===== config.mk =====
export PLATFORM = sky130hd
export DESIGN_NAME = ai_wb_stream_loader
export DESIGN_NICKNAME = d
export VERILOG_FILES = /design/src/rtl/ai_wb_stream_loader.sv
export SDC_FILE = /design/constraint.sdc
export NUM_CORES = 1
export LEC_CHECK = 0
export CORE_MARGIN = 2
export CORE_UTILIZATION = 60
export CTS_CLUSTER_DIAMETER = 30
export CTS_CLUSTER_SIZE = 8
export DETAILED_ROUTE_END_ITERATION = 16
export GPL_ROUTABILITY_DRIVEN = 1
export PLACE_DENSITY = 0.82
export SYNTH_ARGS = -nofsm -noshare
export SYNTH_HDL_FRONTEND = slang
export SYNTH_SLANG_ARGS = --single-unit

===== constraint.sdc =====
create_clock -name clk -period 5.1 [get_ports clk]
set_clock_uncertainty 0.2 [all_clocks]
set_input_delay 0.51 -clock clk [delete_from_list [all_inputs] [get_ports clk]]
set_output_delay 0.51 -clock clk [all_outputs]
set_load 0.01 [all_outputs]

===== src/rtl/ai_wb_stream_loader.sv =====
// ai_wb_stream_loader: on request, streams one layer's weights followed by its
// biases from a 1-cycle-latency parameter memory to a valid/ready consumer.
// A 2-entry fall-through FIFO absorbs consumer stalls. Returning memory data
// bypasses the FIFO when it is empty, so the stream runs at one word per cycle.
module ai_wb_stream_loader #(
    parameter int unsigned DATA_W    = 4,
    parameter int unsigned LAYERS    = 4,
    parameter int unsigned LAYER_LEN = 64,
    parameter int unsigned NBIAS     = 8,
    parameter int unsigned ADDR_W    = $clog2(LAYERS * (LAYER_LEN + NBIAS)),
    parameter int unsigned IDX_W     = $clog2(LAYER_LEN + NBIAS),
    parameter int unsigned LID_W     = (LAYERS > 1) ? $clog2(LAYERS) : 1
) (
    input  logic              clk,
    input  logic              reset,
    input  logic              start_i,
    input  logic [LID_W-1:0]  layer_i,
    output logic              busy_o,
    output logic              done_o,
    output logic              err_o,
    output logic              mem_en_o,
    output logic [ADDR_W-1:0] mem_addr_o,
    input  logic [DATA_W-1:0] mem_data_i,
    output logic              out_valid_o,
    input  logic              out_ready_i,
    output logic [DATA_W-1:0] out_data_o,
    output logic [IDX_W-1:0]  out_index_o,
    output logic              out_is_bias_o,
    output logic              out_last_o
);

    localparam int unsigned TOTAL = LAYER_LEN + NBIAS;
    localparam int unsigned CNT_W = $clog2(TOTAL + 1);

    typedef enum logic [1:0] {S_IDLE, S_RUN, S_DRAIN, S_DONE} state_t;

    typedef struct packed {
        logic [DATA_W-1:0] data;
        logic [IDX_W-1:0]  idx;
        logic              is_bias;
        logic              last;
    } entry_t;

    state_t            r_state;
    logic [ADDR_W-1:0] r_base;
    logic [CNT_W-1:0]  r_rd_cnt;
    logic              r_mem_en;
    logic [ADDR_W-1:0] r_mem_addr;
    logic              r_err;
    logic              r_inflight;
    logic [IDX_W-1:0]  r_inf_idx;
    logic              r_inf_bias;
    logic              r_inf_last;
    entry_t            r_fifo [2];
    logic              r_wr_ptr;
    logic              r_rd_ptr;
    logic [1:0]        r_count;

    state_t            w_state_nxt;
    logic [ADDR_W-1:0] w_base_nxt;
    logic [CNT_W-1:0]  w_rd_cnt_nxt;
    logic              w_en_nxt;
    logic [ADDR_W-1:0] w_addr_nxt;
    logic              w_err_nxt;
    logic              w_fifo_nempty;
    logic              w_xfer;
    logic              w_pop;
    logic              w_push;
    logic [1:0]        w_count_nxt;
    entry_t            w_out;

    // Output word: FIFO head if present, else the word returning from memory
    always_comb begin
        w_out = '0;
        if (w_fifo_nempty) begin
            w_out = r_fifo[r_rd_ptr];
        end else if (r_inflight) begin
            w_out = '{data: mem_data_i, idx: r_inf_idx, is_bias: r_inf_bias, last: r_inf_last};
        end
    end

    assign w_fifo_nempty = (r_count != 2'd0);
    assign out_valid_o   = w_fifo_nempty | r_inflight;
    assign w_xfer        = out_valid_o & out_ready_i;
    assign w_pop         = w_xfer & w_fifo_nempty;
    assign w_push        = r_inflight & ~(w_xfer & ~w_fifo_nempty);
    assign w_count_nxt   = r_count + 2'(w_push) - 2'(w_pop);

    assign out_data_o    = w_out.data;
    assign out_index_o   = w_out.idx;
    assign out_is_bias_o = w_out.is_bias;
    assign out_last_o    = w_out.last;
    assign busy_o        = (r_state == S_RUN) || (r_state == S_DRAIN);
    assign done_o        = (r_state == S_DONE);
    assign err_o         = r_err;
    assign mem_en_o      = r_mem_en;
    assign mem_addr_o    = r_mem_addr;

    // Next state, and the read to issue next cycle (FIFO words plus in-flight read stay below 2)
    always_comb begin
        w_state_nxt  = r_state;
        w_base_nxt   = r_base;
        w_rd_cnt_nxt = r_rd_cnt + CNT_W'(r_mem_en);
        w_en_nxt     = 1'b0;
        w_addr_nxt   = r_mem_addr;
        w_err_nxt    = 1'b0;
        case (r_state)
            S_IDLE: begin
                if (start_i) begin
                    if (32'(layer_i) < LAYERS) begin
                        w_state_nxt  = S_RUN;
                        w_base_nxt   = ADDR_W'(32'(layer_i) * TOTAL);
                        w_rd_cnt_nxt = '0;
                    end else begin
                        w_err_nxt = 1'b1;
                    end
                end
            end
            S_RUN: begin
                if (w_rd_cnt_nxt == CNT_W'(TOTAL)) begin
                    w_state_nxt = S_DRAIN;
                end
            end
            S_DRAIN: begin
                if (w_xfer && w_out.last) begin
                    w_state_nxt = S_DONE;
                end
            end
            S_DONE:  w_state_nxt = S_IDLE;
            default: w_state_nxt = S_IDLE;
        endcase
        if ((w_state_nxt == S_RUN) && ((32'(w_count_nxt) + 32'(r_mem_en)) < 32'd2)
            && (w_rd_cnt_nxt < CNT_W'(TOTAL))) begin
            w_en_nxt   = 1'b1;
            w_addr_nxt = w_base_nxt + ADDR_W'(w_rd_cnt_nxt);
        end
    end

    // State, read issue, in-flight tracking and FIFO storage
    always_ff @(posedge clk) begin
        if (reset) begin
            r_state    <= S_IDLE;
            r_base     <= '0;
            r_rd_cnt   <= '0;
            r_mem_en   <= 1'b0;
            r_mem_addr <= '0;
            r_err      <= 1'b0;
            r_inflight <= 1'b0;
            r_inf_idx  <= '0;
            r_inf_bias <= 1'b0;
            r_inf_last <= 1'b0;
            r_fifo[0]  <= '0;
            r_fifo[1]  <= '0;
            r_wr_ptr   <= 1'b0;
            r_rd_ptr   <= 1'b0;
            r_count    <= 2'd0;
        end else begin
            r_state    <= w_state_nxt;
            r_base     <= w_base_nxt;
            r_rd_cnt   <= w_rd_cnt_nxt;
            r_mem_en   <= w_en_nxt;
            r_mem_addr <= w_addr_nxt;
            r_err      <= w_err_nxt;
            r_inflight <= r_mem_en;
            if (r_mem_en) begin
                r_inf_idx  <= IDX_W'(r_rd_cnt);
                r_inf_bias <= (r_rd_cnt >= CNT_W'(LAYER_LEN));
                r_inf_last <= (r_rd_cnt == CNT_W'(TOTAL - 1));
            end
            if (w_push) begin
                r_fifo[r_wr_ptr] <= '{data: mem_data_i, idx: r_inf_idx,
                                      is_bias: r_inf_bias, last: r_inf_last};
                r_wr_ptr         <= ~r_wr_ptr;
            end
            if (w_pop) begin
                r_rd_ptr <= ~r_rd_ptr;
            end
            r_count <= w_count_nxt;
        end
    end

endmodule


==> summary.md <==
| Metric | Value |
|---|---|
| Vias/cell | 5.44 |
| Pwr/cell area | 411 nW/um^2 |
| Slew @ Worst Pin | 1.26 ns |
| Die area | 6400 um^2 |
| Clk buf depth | 2 |
| Total global-route track usage | 22.8% |
| Cell taking the most area after synthesis | dfxtp_1 |
| Avg WL per Cell | 14.7 um |
| Antenna Nets Post-Route | 0 |
| Die Wd | 80.0 um |
| Synth area leaders | dfxtp_1, edfxtp_1, mux2i_1, and2_1, ha_1 |
| Status | complete, no violations |
| Post-CTS setup buffer count | 0 |
| Dpl cell area | 3850 um^2 |
| Final Max Slew Viols | 0 |
| Clk Latency, worst-skew pair | 0.33 ns |
| Mapped cell area | 3470 um^2 |
| Mapped Cells | 346 |
| CTS tree | done |
| DP Wirelength | 4500 um |
| Crit path required time | 5.09 ns |
| CP Data Arrival Time | 3.50 ns |
| M1 WL | 2840 um |
| Total grt overflow | 0 |
| Core Box Area | 5540 um^2 |
| Ant diodes | 0 |
| Layout cell share with drive strength beyond 1 | 7.33% |
| Min Tclk post-route | 3.51 ns |
| # nets final | 404 |
| VDD IR max | 0.000250 V |
| Post-route design area | 4060 um^2 |
| Rel. slew slack | 15.2% |
| EDFF count, synth | 26 |
| Leakage Power | 0.00164 uW |
| CTS Root Cell | clkbuf_8 |
| Vias in the first global route | 2,437 |
| # hold bufs at CTS | 0 |
| Port bufs | 35 |
| Via Count | 2,471 |
| Crit start category | flip-flop |
| Area Growth Syn to Fin | 17.1% |
| Drt first pass iters | 4 |
| Worst setup path class | flip-flop to flip-flop |
| Syn nets | 373 |
| Total CTS buffers | 9 |
| Highest Signal Layer | met4 |
| Num rows | 27 |
| Pwr Total | 1670 uW |
| First-pass GRT wire length | 11,200 um |
| Ys async rst share | 0% |
| Crit-path max FO | 14 |
| Initial Util | 62.6% |
| Main synth FF type | dfxtp_1 |
| Number of synthesized register bits | 69 |
| Clock transition at path regs | 0.07 ns |
| Multi-input gate area | 1720 um^2 |
| Area share of the largest cell type after synthesis | 24.8% |
| Sequential Area | 1640 um^2 |
| Met2 routed WL | 3460 um |
| H-tree depth | 3 |
| First DRT Iteration DRCs | 184 |
| # fillers | 414 |
| Hold Crit Class | flip-flop to flip-flop |
| Setup violations, final | 0 |
| Setup_tns | 0 ns |
| Fmax | 285 MHz |
| Largest net degree at the start of global routing | 34 |
| Unrepaired setup endpoints after global routing | false |
| Mean Syn Cell Area | 10.0 um^2 |
| Final wirelength | 6670 um |
| Metal3 WL | 238 um |
| Yosys Warn Count | 0 |
| Top-level port count | 37 |
| Crit path capture type | flip-flop |
| CTS resizes | 0 |
| Die Y | 80.0 um |
| Drt drc | 0 |
| Clk sinks | 69 |
| Final period utilization | 68.8% |
| Initial antenna violation count | 0 |
| Netlist cell types | 47 |
| Max cap viols | 0 |
| Seq/Total Area, Yosys | 47.3% |
| Fin. Hold Viols | 0 |
| GPL Wtd Cong | 0.784 |
## cell type report
| type | instances | share of cell area (%) |
|---|---|---|
| inverter | 5 | 0.462 |
| clock buffer | 9 | 3.05 |
| multi-input combinational | 254 | 42.5 |
| sequential | 69 | 40.4 |
| tap | 72 | 2.22 |
| clock inverter | 7 | 2.19 |
| timing repair buffer | 38 | 9.18 |
## routing by layer
metal	vias to the layer above	GRT usage, %
met4	0	8.81
met5	-	0
li1	1276	-
met3	13	4.41
met1	1130	26.7
met2	52	40.8
## sequential cells by signal, summed over array words and instances, names as in the netlist, named ones only
signal	count
mem_addr_o	9
mem_en_o	1
r_base	9
r_count	2
r_fifo	26
r_inf_bias	1
r_inf_idx	7
r_inf_last	1
r_inflight	1
r_rd_cnt	7
r_rd_ptr	1
r_state	2
r_wr_ptr	1
## worst paths after layout
kind	slack, ns	from	to	depth (start not counted)
hold / removal	0.27	mem_addr_o[1]	mem_addr_o[1]	2
setup reg to reg	1.59	mem_en_o	mem_addr_o[8]	10
setup / recovery	1.59	mem_en_o	mem_addr_o[8]	10
hold reg to reg	0.27	mem_addr_o[1]	mem_addr_o[1]	2
## cell usage after synthesis (all sizes together), types with 2 or more instances
cell    number
a211oi       2
a21o         5
a21oi        9
and2        39
and3        11
buf          4
clkbuf      14
dfxtp       43
edfxtp      26
ha          16
inv          5
mux2i       30
nand2       29
nand2b       2
nand3       15
nand4        3
nand4b       2
nor2        28
nor2b        3
nor3         5
nor4         2
o211ai       4
o21ai       21
o31ai        2
or3          4
xnor2        8
xor2         3
## per-stage QoR
stage	utilization (%)	std cells	setup WS (ns)	hold WS [ns]
finish	73.3	454	1.59	0.266
global placement	69.4	438	1.42	0.247
CTS	73.3	454	1.61	0.265
detailed placement	69.4	438	1.36	0.252
global route	73.3	454	1.40	0.285
floorplan	-	346	2.05	0.244
## critical path, cell delays in order, from the launching register on
cell	delay, ns
dfxtp_1	0.78
ha_1	0.33
ha_1	0.27
and2_1	0.18
fa_1	0.46
a21o_1	0.19
a21oi_1	0.21
o21ai_0	0.19
and4b_1	0.23
o31ai_1	0.21
mux2i_1	0.10
## kinds of logic after synthesis
family / after synthesis / share of synthesized area [%]
other: 1 / 0.108
DFF: 69 / 47.3
and+or+nand+nor: 147 / 22.5
adders and majority gates: 17 / 6.35
muxes: 30 / 8.66
AOI/OAI and AO/OA: 48 / 9.13
buffers and inverters: 23 / 2.92
xor gates and xnor gates: 11 / 3.00
## report_power, final
part | leakage [uW] | switching (uW) | internal [uW]
Combinational | 0.000913 | 251 | 252
Clock | 0.000113 | 203 | 273
Sequential | 0.000618 | 67.6 | 621
## cell usage in the layout, fill, tap and decap left out, types with 2 or more instances in the layout
| cell type | count |
|---|---|
| o31ai_1 | 2 |
| dfxtp_1 | 43 |
| buf_4 | 3 |
| bufinv_16 | 2 |
| nand2b_1 | 2 |
| and3_1 | 11 |
| clkinv_2 | 4 |
| edfxtp_1 | 26 |
| xnor2_1 | 8 |
| a21o_1 | 5 |
| nor3_1 | 5 |
| nand4b_1 | 2 |
| a21oi_1 | 8 |
| clkdlybuf4s50_1 | 35 |
| or3_1 | 4 |
| nor2b_1 | 3 |
| nand3_1 | 14 |
| inv_1 | 5 |
| nand4_1 | 3 |
| and2_1 | 39 |
| nor4_1 | 2 |
| nor2_1 | 27 |
| o211ai_1 | 3 |
| nand2_1 | 29 |
| xor2_1 | 2 |
| ha_1 | 16 |
| o21ai_0 | 20 |
| mux2i_1 | 30 |
| clkbuf_8 | 9 |
Power figures use the tool's default switching activity.
